### src/rtl/entropy_encoder_pkg.sv
// Shared constants, FSM encoding and output-token layout for the stage-2 range-update controller.
package entropy_encoder_pkg;

  localparam int RANGE_WIDTH = 16;
  localparam int D_SIZE      = 5;
  localparam logic [RANGE_WIDTH-1:0] INIT_RANGE = 16'h8000;

  typedef enum logic {
    RUN   = 1'b0,
    FLUSH = 1'b1
  } state_e;

  typedef struct packed {
    logic [RANGE_WIDTH:0]   u;
    logic [RANGE_WIDTH:0]   v_bool;
    logic [RANGE_WIDTH-1:0] initial_range;
    logic [D_SIZE-1:0]      d;
    logic [1:0]             bool_symbol;
    logic                   comp_mux_1;
    logic                   last;
    logic                   flush;
  } token_t;

  localparam int TOKEN_W = $bits(token_t);

endpackage

### src/rtl/stage_2_out_reg.sv
// One-entry valid/ready holding register: loads a token when told to, holds it until drained.
module stage_2_out_reg
  import entropy_encoder_pkg::*;
(
  input  logic               clk,
  input  logic               reset,
  input  logic               load,
  input  logic [TOKEN_W-1:0] data,
  input  logic               out_ready,
  output logic               valid,
  output logic               free,
  output logic [TOKEN_W-1:0] q
);

  assign free = !valid || out_ready;

  // NOTE: sequential state uses non-blocking assignments so every register samples pre-edge values.
  always_ff @(posedge clk) begin
    if (reset) begin
      valid <= 1'b0;
      q     <= '0;
    end else if (load) begin
      valid <= 1'b1;
      q     <= data;
    end else if (out_ready) begin
      valid <= 1'b0;
    end
  end

endmodule

### src/rtl/stage_2_ctrl.sv
// Stage-2 sequencing controller: range feedback register, accept handshake, frame flush.
// Optional statistics counters are enabled by defining STAGE_2_CTRL_STATS_EN.
module stage_2_ctrl
  import entropy_encoder_pkg::*;
#(
  parameter int RANGE_WIDTH = entropy_encoder_pkg::RANGE_WIDTH,
  parameter int D_SIZE      = entropy_encoder_pkg::D_SIZE,
  parameter logic [RANGE_WIDTH-1:0] INIT_RANGE = entropy_encoder_pkg::INIT_RANGE,
  parameter int CNT_WIDTH   = 16
) (
  input  logic                   clk,
  input  logic                   reset,
  input  logic                   in_valid,
  input  logic                   in_last,
  output logic                   in_ready,
  output logic [RANGE_WIDTH-1:0] dp_in_range,
  input  logic [RANGE_WIDTH-1:0] dp_out_range,
  input  logic [D_SIZE-1:0]      dp_d,
  input  logic [RANGE_WIDTH:0]   dp_u,
  input  logic [RANGE_WIDTH:0]   dp_v_bool,
  input  logic [1:0]             dp_bool_symbol,
  input  logic                   dp_comp_mux_1,
  output logic                   out_valid,
  input  logic                   out_ready,
  output logic [RANGE_WIDTH:0]   out_u,
  output logic [RANGE_WIDTH:0]   out_v_bool,
  output logic [RANGE_WIDTH-1:0] out_initial_range,
  output logic [D_SIZE-1:0]      out_d,
  output logic [1:0]             out_bool_symbol,
  output logic                   out_comp_mux_1,
  output logic                   out_last,
  output logic                   out_flush,
  output logic [CNT_WIDTH-1:0]   sym_count,
`ifdef STAGE_2_CTRL_STATS_EN
  output logic [31:0]            stall_cycles,
  output logic [31:0]            shift_total,
`endif
  output logic                   err_zero_range
);

  state_e                 state;
  logic [RANGE_WIDTH-1:0] range_reg;
  logic                   out_free;
  logic                   accept;
  logic                   flush_load;
  token_t                 tok_next;
  token_t                 tok_q;
  logic [TOKEN_W-1:0]     q_bits;

  assign dp_in_range = range_reg;
  assign in_ready    = (state == RUN) && out_free;
  assign accept      = in_valid && in_ready;
  assign flush_load  = (state == FLUSH) && out_free;

  // NOTE: always_comb assigns a default first so no path leaves a variable unassigned (no latch).
  always_comb begin
    tok_next = '0;
    if (accept) begin
      tok_next.u             = dp_u;
      tok_next.v_bool        = dp_v_bool;
      tok_next.initial_range = range_reg;
      tok_next.d             = dp_d;
      tok_next.bool_symbol   = dp_bool_symbol;
      tok_next.comp_mux_1    = dp_comp_mux_1;
      tok_next.last          = in_last;
    end else begin
      tok_next.flush         = 1'b1;
    end
  end

  stage_2_out_reg u_out_reg (
    .clk       (clk),
    .reset     (reset),
    .load      (accept || flush_load),
    .data      (tok_next),
    .out_ready (out_ready),
    .valid     (out_valid),
    .free      (out_free),
    .q         (q_bits)
  );

  assign tok_q             = token_t'(q_bits);
  assign out_u             = tok_q.u;
  assign out_v_bool        = tok_q.v_bool;
  assign out_initial_range = tok_q.initial_range;
  assign out_d             = tok_q.d;
  assign out_bool_symbol   = tok_q.bool_symbol;
  assign out_comp_mux_1    = tok_q.comp_mux_1;
  assign out_last          = tok_q.last;
  assign out_flush         = tok_q.flush;

  // A zero range would freeze the encoder, so it is replaced by INIT_RANGE and flagged.
  always_ff @(posedge clk) begin
    if (reset) begin
      state          <= RUN;
      range_reg      <= INIT_RANGE;
      sym_count      <= '0;
      err_zero_range <= 1'b0;
    end else if (accept) begin
      range_reg <= (dp_out_range == '0) ? INIT_RANGE : dp_out_range;
      if (dp_out_range == '0) err_zero_range <= 1'b1;
      if (sym_count != '1) sym_count <= sym_count + CNT_WIDTH'(1);
      if (in_last) state <= FLUSH;
    end else if (flush_load) begin
      range_reg <= INIT_RANGE;
      sym_count <= '0;
      state     <= RUN;
    end
  end

`ifdef STAGE_2_CTRL_STATS_EN
  always_ff @(posedge clk) begin
    if (reset) begin
      stall_cycles <= '0;
      shift_total  <= '0;
    end else begin
      if (in_valid && !in_ready && stall_cycles != '1)
        stall_cycles <= stall_cycles + 32'd1;
      if (accept) begin
        if ({1'b0, shift_total} + 33'(dp_d) > 33'hFFFF_FFFF) shift_total <= '1;
        else shift_total <= shift_total + 32'(dp_d);
      end
    end
  end
`endif

endmodule

### config.mk
export PLATFORM = sky130hd
export DESIGN_NAME = stage_2_ctrl
export DESIGN_NICKNAME = d
export VERILOG_FILES = /design/src/rtl/entropy_encoder_pkg.sv /design/src/rtl/stage_2_out_reg.sv /design/src/rtl/stage_2_ctrl.sv
export SDC_FILE = /design/constraint.sdc
export NUM_CORES = 1
export LEC_CHECK = 0
export CORE_MARGIN = 4
export CORE_UTILIZATION = 42
export CTS_CLUSTER_DIAMETER = 120
export DETAILED_ROUTE_END_ITERATION = 16
export PLACE_DENSITY = 0.85
export REMOVE_ABC_BUFFERS = 1
export SETUP_SLACK_MARGIN = 0.3
export SLEW_MARGIN = 15
export SYNTH_ARGS = -nofsm -noshare
export SYNTH_HDL_FRONTEND = slang
export SYNTH_HIERARCHICAL = 1
export SYNTH_SLANG_ARGS = --single-unit
### constraint.sdc
create_clock -name clk -period 2.1 [get_ports clk]
set_input_delay 0.315 -clock clk [delete_from_list [all_inputs] [get_ports clk]]
set_output_delay 0.315 -clock clk [all_outputs]
set_load 0.01 [all_outputs]
==> results.sh, run 1 <==
export IMPL_status="finished clean"
export IMPL_async_flop_share_pct=0
export IMPL_synthFlopType="dfxtp_1"
export IMPL_coreArea_mm2=0.00973
export IMPL_synth_warnings=6
export IMPL_cts_buffer_depth=2
export IMPL_first_iter_violations=155
export IMPL_arrival_ns=2.05
export IMPL_gr_usage_met3_pct=4.32
export IMPL_postCtsHoldBufs=0
export IMPL_total_power_mw=3.75
export IMPL_power_density_mw_per_mm2=603
export IMPL_dieArea_mm2=0.0116
export IMPL_cts_tree="yes"
export IMPL_synth_xor_area_share_pct=0
export IMPL_synth_area_mm2=0.00417
export IMPL_die_w_um=108
export IMPL_synth_edf_count=0
export IMPL_syn_inst=460
export IMPL_rr_endpoint="sym_count[6]$_SDFFE_PP0P_"
export IMPL_layout_min_cycle_time_ns=1.78
export IMPL_synth_distinct_cells=39
export IMPL_antenna_left=0
export IMPL_layout_common_cells="154 x clkdlybuf4s50_1, 89 x dfxtp_1, 82 x nor2_1"
export IMPL_grt_max_degree=56
export IMPL_crit_fanout=6
export IMPL_p_sw_share_pct=27.5
export IMPL_setup_viol=0
export IMPL_vias_per_cell=5.11
export IMPL_vias=3921
export IMPL_muxShareOfSynthArea_pct=14.9
export IMPL_dpl_cell_area_mm2=0.00596
export IMPL_holdPathEnd="sym_count[5]$_SDFFE_PP0P_"
export IMPL_final_nets=693
export IMPL_drc=0
export IMPL_clock_latency_ns=0.35
export IMPL_hold_start="reset"
export IMPL_design_area_mm2=0.00622
export IMPL_final_common_cell="clkdlybuf4s50_1"
export IMPL_max_slew_margin_pct=62.5
export IMPL_seq_area_frac_synth_pct=45.6
export IMPL_irDropWorstVdd_mv=0.331
export IMPL_grt_pass1_wl_um=18800
export IMPL_clock_sinks=95
export IMPL_grt_total_usage_pct=19.8
export IMPL_busiest_layer="met2"
export IMPL_r2r_cells=6
export IMPL_r2r_start="sym_count[0]$_SDFFE_PP0P_"
export IMPL_io_buffer_count=157
export IMPL_hold_viol=0
export IMPL_grt_use_met1_pct=25.3
export IMPL_root_buffer="clkbuf_8"
export IMPL_synth_fa_ha_area_share_pct=0.300
export IMPL_synth_compound_area_share_pct=7.74
export IMPL_seqPwrFrac_pct=51.0
export IMPL_wl_um=11700
export IMPL_synth_simple_area_share_pct=26.3
export IMPL_htree_levels=3
export IMPL_synth_seq_cells=95
export IMPL_worst_setup_path_start_kind="register"
export IMPL_tns_ns=0
export IMPL_die_y_um=108
export IMPL_finalMaxSlewViolations=0
export IMPL_hold_path_depth=4
export IMPL_fin_util_pct=64.0
export IMPL_end_kind="register"
export IMPL_cap_violations=0
export IMPL_p_sw_mw=1.03
export IMPL_firstDrtPassIters=5
export IMPL_power_frac_comb_pct=18.8
export IMPL_post_dp_hpwl_um=8540
export IMPL_period_share_pct=84.9
export IMPL_internal_power_mw=2.72
export IMPL_max_freq_mhz=561
export IMPL_avgSynthCellArea_um2=9.07
export IMPL_r2r_slack_ns=0.32
export IMPL_synth_top_family_by_area="simple AND/OR/NAND/NOR gates"
export IMPL_num_antenna_cells=0
export IMPL_start_util_pct=42.9
export IMPL_rows=36
export IMPL_numCtsBuffers=9
export IMPL_globalplace_congestion=0.942
export IMPL_worstSetupPathType="reg2reg"
export IMPL_clkPwrFrac_pct=30.3
export IMPL_path_clk_slew_ns=0.10
export IMPL_io_pins=158
export IMPL_grt_pass1_vias=3823
export IMPL_worst_pin_slew_ns=0.563
export IMPL_synth_largest_area_cell="dfxtp_1"
export IMPL_skew_ns=0.0103
export IMPL_syn2layout_area_growth_pct=49.2
export IMPL_grtUsageMet2_pct=33.4
export IMPL_drive_gt1_share_pct=10.9
export IMPL_grt_overflow=0
export IMPL_min_path_type="in2reg"
export IMPL_wl_per_cell_um=15.2
export IMPL_synth_top_cells_by_area="dfxtp_1 46%, mux2i_1 15%, and2_1 8.8%, nor2_1 7.4%, nand3_1 2.2%"
export IMPL_antenna_found_initial=0
export IMPL_rsz0062_at_grt="true"
export IMPL_yosysTopAreaCellShare_pct=45.6
export IMPL_required_ns=2.36
export IMPL_p_leak_nw=2.52
## how the worst max path moves through the flow
stage	from	to
6_report	sym_count[0]$_SDFFE_PP0P_	sym_count[6]$_SDFFE_PP0P_
5_1_grt	sym_count[0]$_SDFFE_PP0P_	sym_count[11]$_SDFFE_PP0P_
4_1_cts	sym_count[0]$_SDFFE_PP0P_	sym_count[6]$_SDFFE_PP0P_
3_5_place_dp	out_ready	sym_count[11]$_SDFFE_PP0P_
3_3_place_gp	out_ready	sym_count[11]$_SDFFE_PP0P_
2_1_floorplan	out_ready	sym_count[4]$_SDFFE_PP0P_
## state kept, by name, summed over array words and instances, names as in the netlist
signal,count
sym_count,16
u_out_reg/q,60
err_zero_range,1
u_out_reg/valid,1
dp_in_range,16
state,1
## critical path, stage by stage, from the launching register on
cell and delay [ns]:
dfxtp_4 0.38, ha_2 0.21, nand3_2 0.10, or4_4 0.49, nand2_2 0.14, nand2_1 0.11
a311oi_2 0.26
## Yosys cell counts, drive strengths merged, types with 2 or more instances
cell type   n
a21o        2
clkbuf     19
inv         5
o21ai      11
nand2      20
and2       59
nand3      19
nor3       10
o31ai       3
dfxtp      95
and3        2
nor4        6
or3         2
a22oi      10
nor2       83
a21oi      17
buf        11
nand4       6
mux2i      62
nand2b      4
or2         3
o211ai      2
## layout make-up
class	count	area, µm²
Clock buffer	9	124
Clock inverter	7	66.3
Fill cell	789	3500
Inverter	5	20.0
Multi-Input combinational cell	330	2080
Sequential cell	95	1920
Tap cell	133	166
Timing Repair Buffer	188	1850
## logic make-up (layout without fill, tap and decap cells)
group,after synthesis,after routing
AO/OA/AOI/OAI,50,50
adder cells (fa/ha/maj),1,1
buffers and inverters,35,209
flip-flops,95,95
multiplexers,62,62
AND/OR/NAND/NOR,217,217
## metrics by stage
stage	hold WS [ns]	setup slack, ns	std cells
3_3_place_gp	0.472	0.104	747
6_report	0.339	0.316	767
2_1_floorplan	0.383	-1.02	430
4_1_cts	0.329	0.345	767
5_1_grt	0.382	0.259	767
3_5_place_dp	0.479	0.0139	747
## metal layers
| metal | wire length (µm) | up-vias |
|---|---|---|
| li1 | - | 1898 |
| met1 | 5100 | 1847 |
| met2 | 5690 | 156 |
| met3 | 721 | 20 |
| met4 | 173 | 0 |
| met5 | 0 | - |
## timing repair
item                                    CTS  global route
gates resized for setup                   9             7
endpoints found under the setup margin   14             7
pin swaps                                 6             0
setup buffers                             4             0
## power by group through the flow
| stage | logic (mW) | clock network, mW | registers (mW) |
|---|---|---|---|
| CTS | 0.709 | 1.17 | 1.91 |
| detailed placement | 0.704 | 0 | 1.95 |
| finish | 0.703 | 1.14 | 1.91 |
| global route | 0.760 | 1.26 | 1.92 |
| floorplan | 0.283 | 0 | 1.98 |
| global placement | 0.689 | 0 | 1.95 |
No activity file was read; power rests on OpenSTA's default activity.
==> run 2, diff against run 1 <==
==> constraint.sdc (replaced) <==
create_clock -name clk -period 1.7 [get_ports clk]
set_input_delay 0.255 -clock clk [delete_from_list [all_inputs] [get_ports clk]]
set_output_delay 0.255 -clock clk [all_outputs]
set_load 0.01 [all_outputs]
==> run 2 against run 1 <==
  * The flow now finishes with violations (setup timing)
  * Worst hold slack lost 0.14 ns
  * Critical path depth increased by 1
  * Clock skew increased by 0.0091 ns
  * Count of clock-buffer cells in the layout grew 1
  * Design area grew 16%
  * Sequential share of layout area is 4.1 points lower
  * Highest routed layer unchanged
  * Via count increased by 13%
  * Register-to-register slack worse by 0.56 ns
  * Combinational power is 78% higher
  * Flip-flop and latch count is the same
  * Core utilization up 10 points
  * Critical path type unchanged
==> results.sh, run 2 (synthesis gave the netlist of run 1 again) <==
export IMPL_crit_fanout=5
export IMPL_p_sw_mw=1.47
export IMPL_cp_endpoint="sym_count[3]$_SDFFE_PP0P_"
export IMPL_fin_cells=817
export IMPL_power_density_mw_per_mm2=721
export IMPL_skew_ns=0.0193
export IMPL_wl_um=16500
export IMPL_r2r_start="sym_count[1]$_SDFFE_PP0P_"
export IMPL_path_clk_slew_ns=0.10
export IMPL_wl_per_cell_um=20.2
export IMPL_layout_min_cycle_time_ns=1.95
export IMPL_postCtsHoldBufs=0
export IMPL_worstSetupStartpoint="sym_count[1]$_SDFFE_PP0P_"
export IMPL_arrival_ns=2.20
export IMPL_numCtsBuffers=9
export IMPL_coreArea_mm2=0.00973
export IMPL_largest_register="u_out_reg/q"
export IMPL_r2r_cells=7
export IMPL_syn2layout_area_growth_pct=72.6
export IMPL_cap_violations=0
export IMPL_htree_levels=3
export IMPL_die_y_um=108
export IMPL_final_nets=743
export IMPL_gr_usage_met3_pct=6.36
export IMPL_start_util_pct=42.9
export IMPL_globalplace_congestion=0.902
export IMPL_crit_buf_inv=1
export IMPL_p_leak_nw=3.35
export IMPL_layout_common_cells="83 x dfxtp_1, 80 x nor2_1, 80 x dlygate4sd2_1"
export IMPL_irDropWorstVdd_mv=0.538
export IMPL_finalMaxSlewViolations=0
export IMPL_status="finished with violations"
export IMPL_drive_gt1_share_pct=32.3
export IMPL_grt_max_degree=57
export IMPL_seqPwrFrac_pct=45.7
export IMPL_largest_register_ffs=60
export IMPL_internal_power_mw=3.73
export IMPL_num_antenna_cells=0
export IMPL_worst_setup_path_start_kind="register"
export IMPL_clock_latency_ns=0.38
export IMPL_dp_cells=764
export IMPL_grt_pass1_wl_um=22200
export IMPL_die_w_um=108
export IMPL_p_sw_share_pct=28.2
export IMPL_io_buffer_count=157
export IMPL_vias=4433
export IMPL_grt_overflow=0
export IMPL_cts_buffer_depth=2
export IMPL_hold_viol=0
export IMPL_busiest_layer="met2"
export IMPL_antenna_found_initial=0
export IMPL_final_common_cell="dfxtp_1"
export IMPL_r2r_slack_ns=-0.25
export IMPL_vias_per_cell=5.43
export IMPL_end_kind="register"
export IMPL_rows=36
export IMPL_max_freq_mhz=514
export IMPL_setup_viol=27
export IMPL_total_power_mw=5.19
export IMPL_clkPwrFrac_pct=30.2
export IMPL_rsz0062_at_grt="true"
export IMPL_first_iter_violations=292
export IMPL_rr_endpoint="sym_count[3]$_SDFFE_PP0P_"
export IMPL_cp_depth=7
export IMPL_max_slew_margin_pct=59.5
export IMPL_cts_tree="yes"
export IMPL_power_frac_comb_pct=24.1
export IMPL_grt_use_met1_pct=29.0
export IMPL_antenna_left=0
export IMPL_firstDrtPassIters=5
export IMPL_grtUsageMet2_pct=41.6
export IMPL_cp_slowest_cell="or4_4"
export IMPL_period_share_pct=114
export IMPL_post_dp_hpwl_um=8750
export IMPL_io_pins=158
export IMPL_tns_ns=-1.70
export IMPL_fin_util_pct=74.0
export IMPL_grt_total_usage_pct=24.2
export IMPL_min_path_type="in2reg"
export IMPL_worstSetupPathType="reg2reg"
export IMPL_worst_pin_slew_ns=0.608
export IMPL_violations="setup timing"
export IMPL_nFillCells=661
export IMPL_fin_ws_ns=-0.246
export IMPL_cpPeakStageDelay_ns=0.58
export IMPL_cp_cell_sequence="ha_4 > nand3_4 > or4_4 > buf_4 > nand2_4 > nand3_1 > a31oi_1"
export IMPL_required_ns=1.96
export IMPL_root_buffer="clkbuf_8"
export IMPL_drc=0
export IMPL_path_delay_family="simple AND/OR/NAND/NOR gates"
export IMPL_clock_sinks=95
export IMPL_grt_pass1_vias=4397
export IMPL_dieArea_mm2=0.0116
run 2: cell count changes in the layout (fill, tap and decap cells not counted), moves of 11 or more:
cell,change
a21oi_2,+11
and2_4,+38
dlygate4sd2_1,+79
and2_1,-38
buf_4,+16
buf_6,+16
clkdlybuf4s50_1,-95
a21oi_1,-11
run 2: worst min-delay path by stage:
stage / startpoint / to / slack (ns) / depth (start not counted)
CTS: reset / sym_count[4]$_SDFFE_PP0P_ / 0.18 / 2
floorplan: reset / sym_count[6]$_SDFFE_PP0P_ / 0.32 / 1
global route: reset / sym_count[1]$_SDFFE_PP0P_ / 0.18 / 2
global placement: u_out_reg/q[54]$_SDFFE_PP0P_ / u_out_reg/q[54]$_SDFFE_PP0P_ / 0.47 / 2
detailed placement: u_out_reg/q[11]$_SDFFE_PP0P_ / u_out_reg/q[11]$_SDFFE_PP0P_ / 0.49 / 2
finish: reset / sym_count[1]$_SDFFE_PP0P_ / 0.20 / 2
run 2: layer usage:
metal | up-vias | share of wire, %
met5 | - | 0
met4 | 0 | 3.9
met3 | 66 | 7.9
met2 | 261 | 49
met1 | 2093 | 39
li1 | 2013 | -
run 2: through the flow:
stage,hold WS (ns),instance area [µm²],worst slack (ns)
after floorplan,0.323,3980,-1.41
after global placement,0.471,6080,-0.182
after detailed placement,0.486,6080,-0.243
after CTS,0.179,6700,0.0364
after global routing,0.185,7200,-0.378
final,0.195,7200,-0.246
run 2: cell type report:
class                           count  area (µm²)  share of cell area, %
Multi-Input combinational cell    331        2460                   34.2
Timing Repair Buffer              237        2420                   33.6
Sequential cell                    95        1920                   26.7
Tap cell                          133         166                   2.31
Clock buffer                       10         138                   1.91
Clock inverter                      6        58.8                  0.817
Inverter                            5        30.0                  0.417
run 2: power by group through the flow:
stage	combinational, mW	clock [mW]	sequential, mW
2_1_floorplan	0.350	0	2.45
3_3_place_gp	0.860	0	2.41
5_1_grt	1.32	1.67	2.38
4_1_cts	1.02	1.52	2.36
6_report	1.25	1.57	2.37
3_5_place_dp	0.879	0	2.41
run 2: what timing repair did:
| item | 4_1_cts | 5_1_grt |
|---|---|---|
| cloned | 7 | 6 |
| setup buffers | 17 | 7 |
| endpoints found under the hold margin | 0 | 0 |
| setup endpoints to repair | 182 | 110 |
| pin swaps | 35 | 56 |
| resized for setup | 167 | 120 |
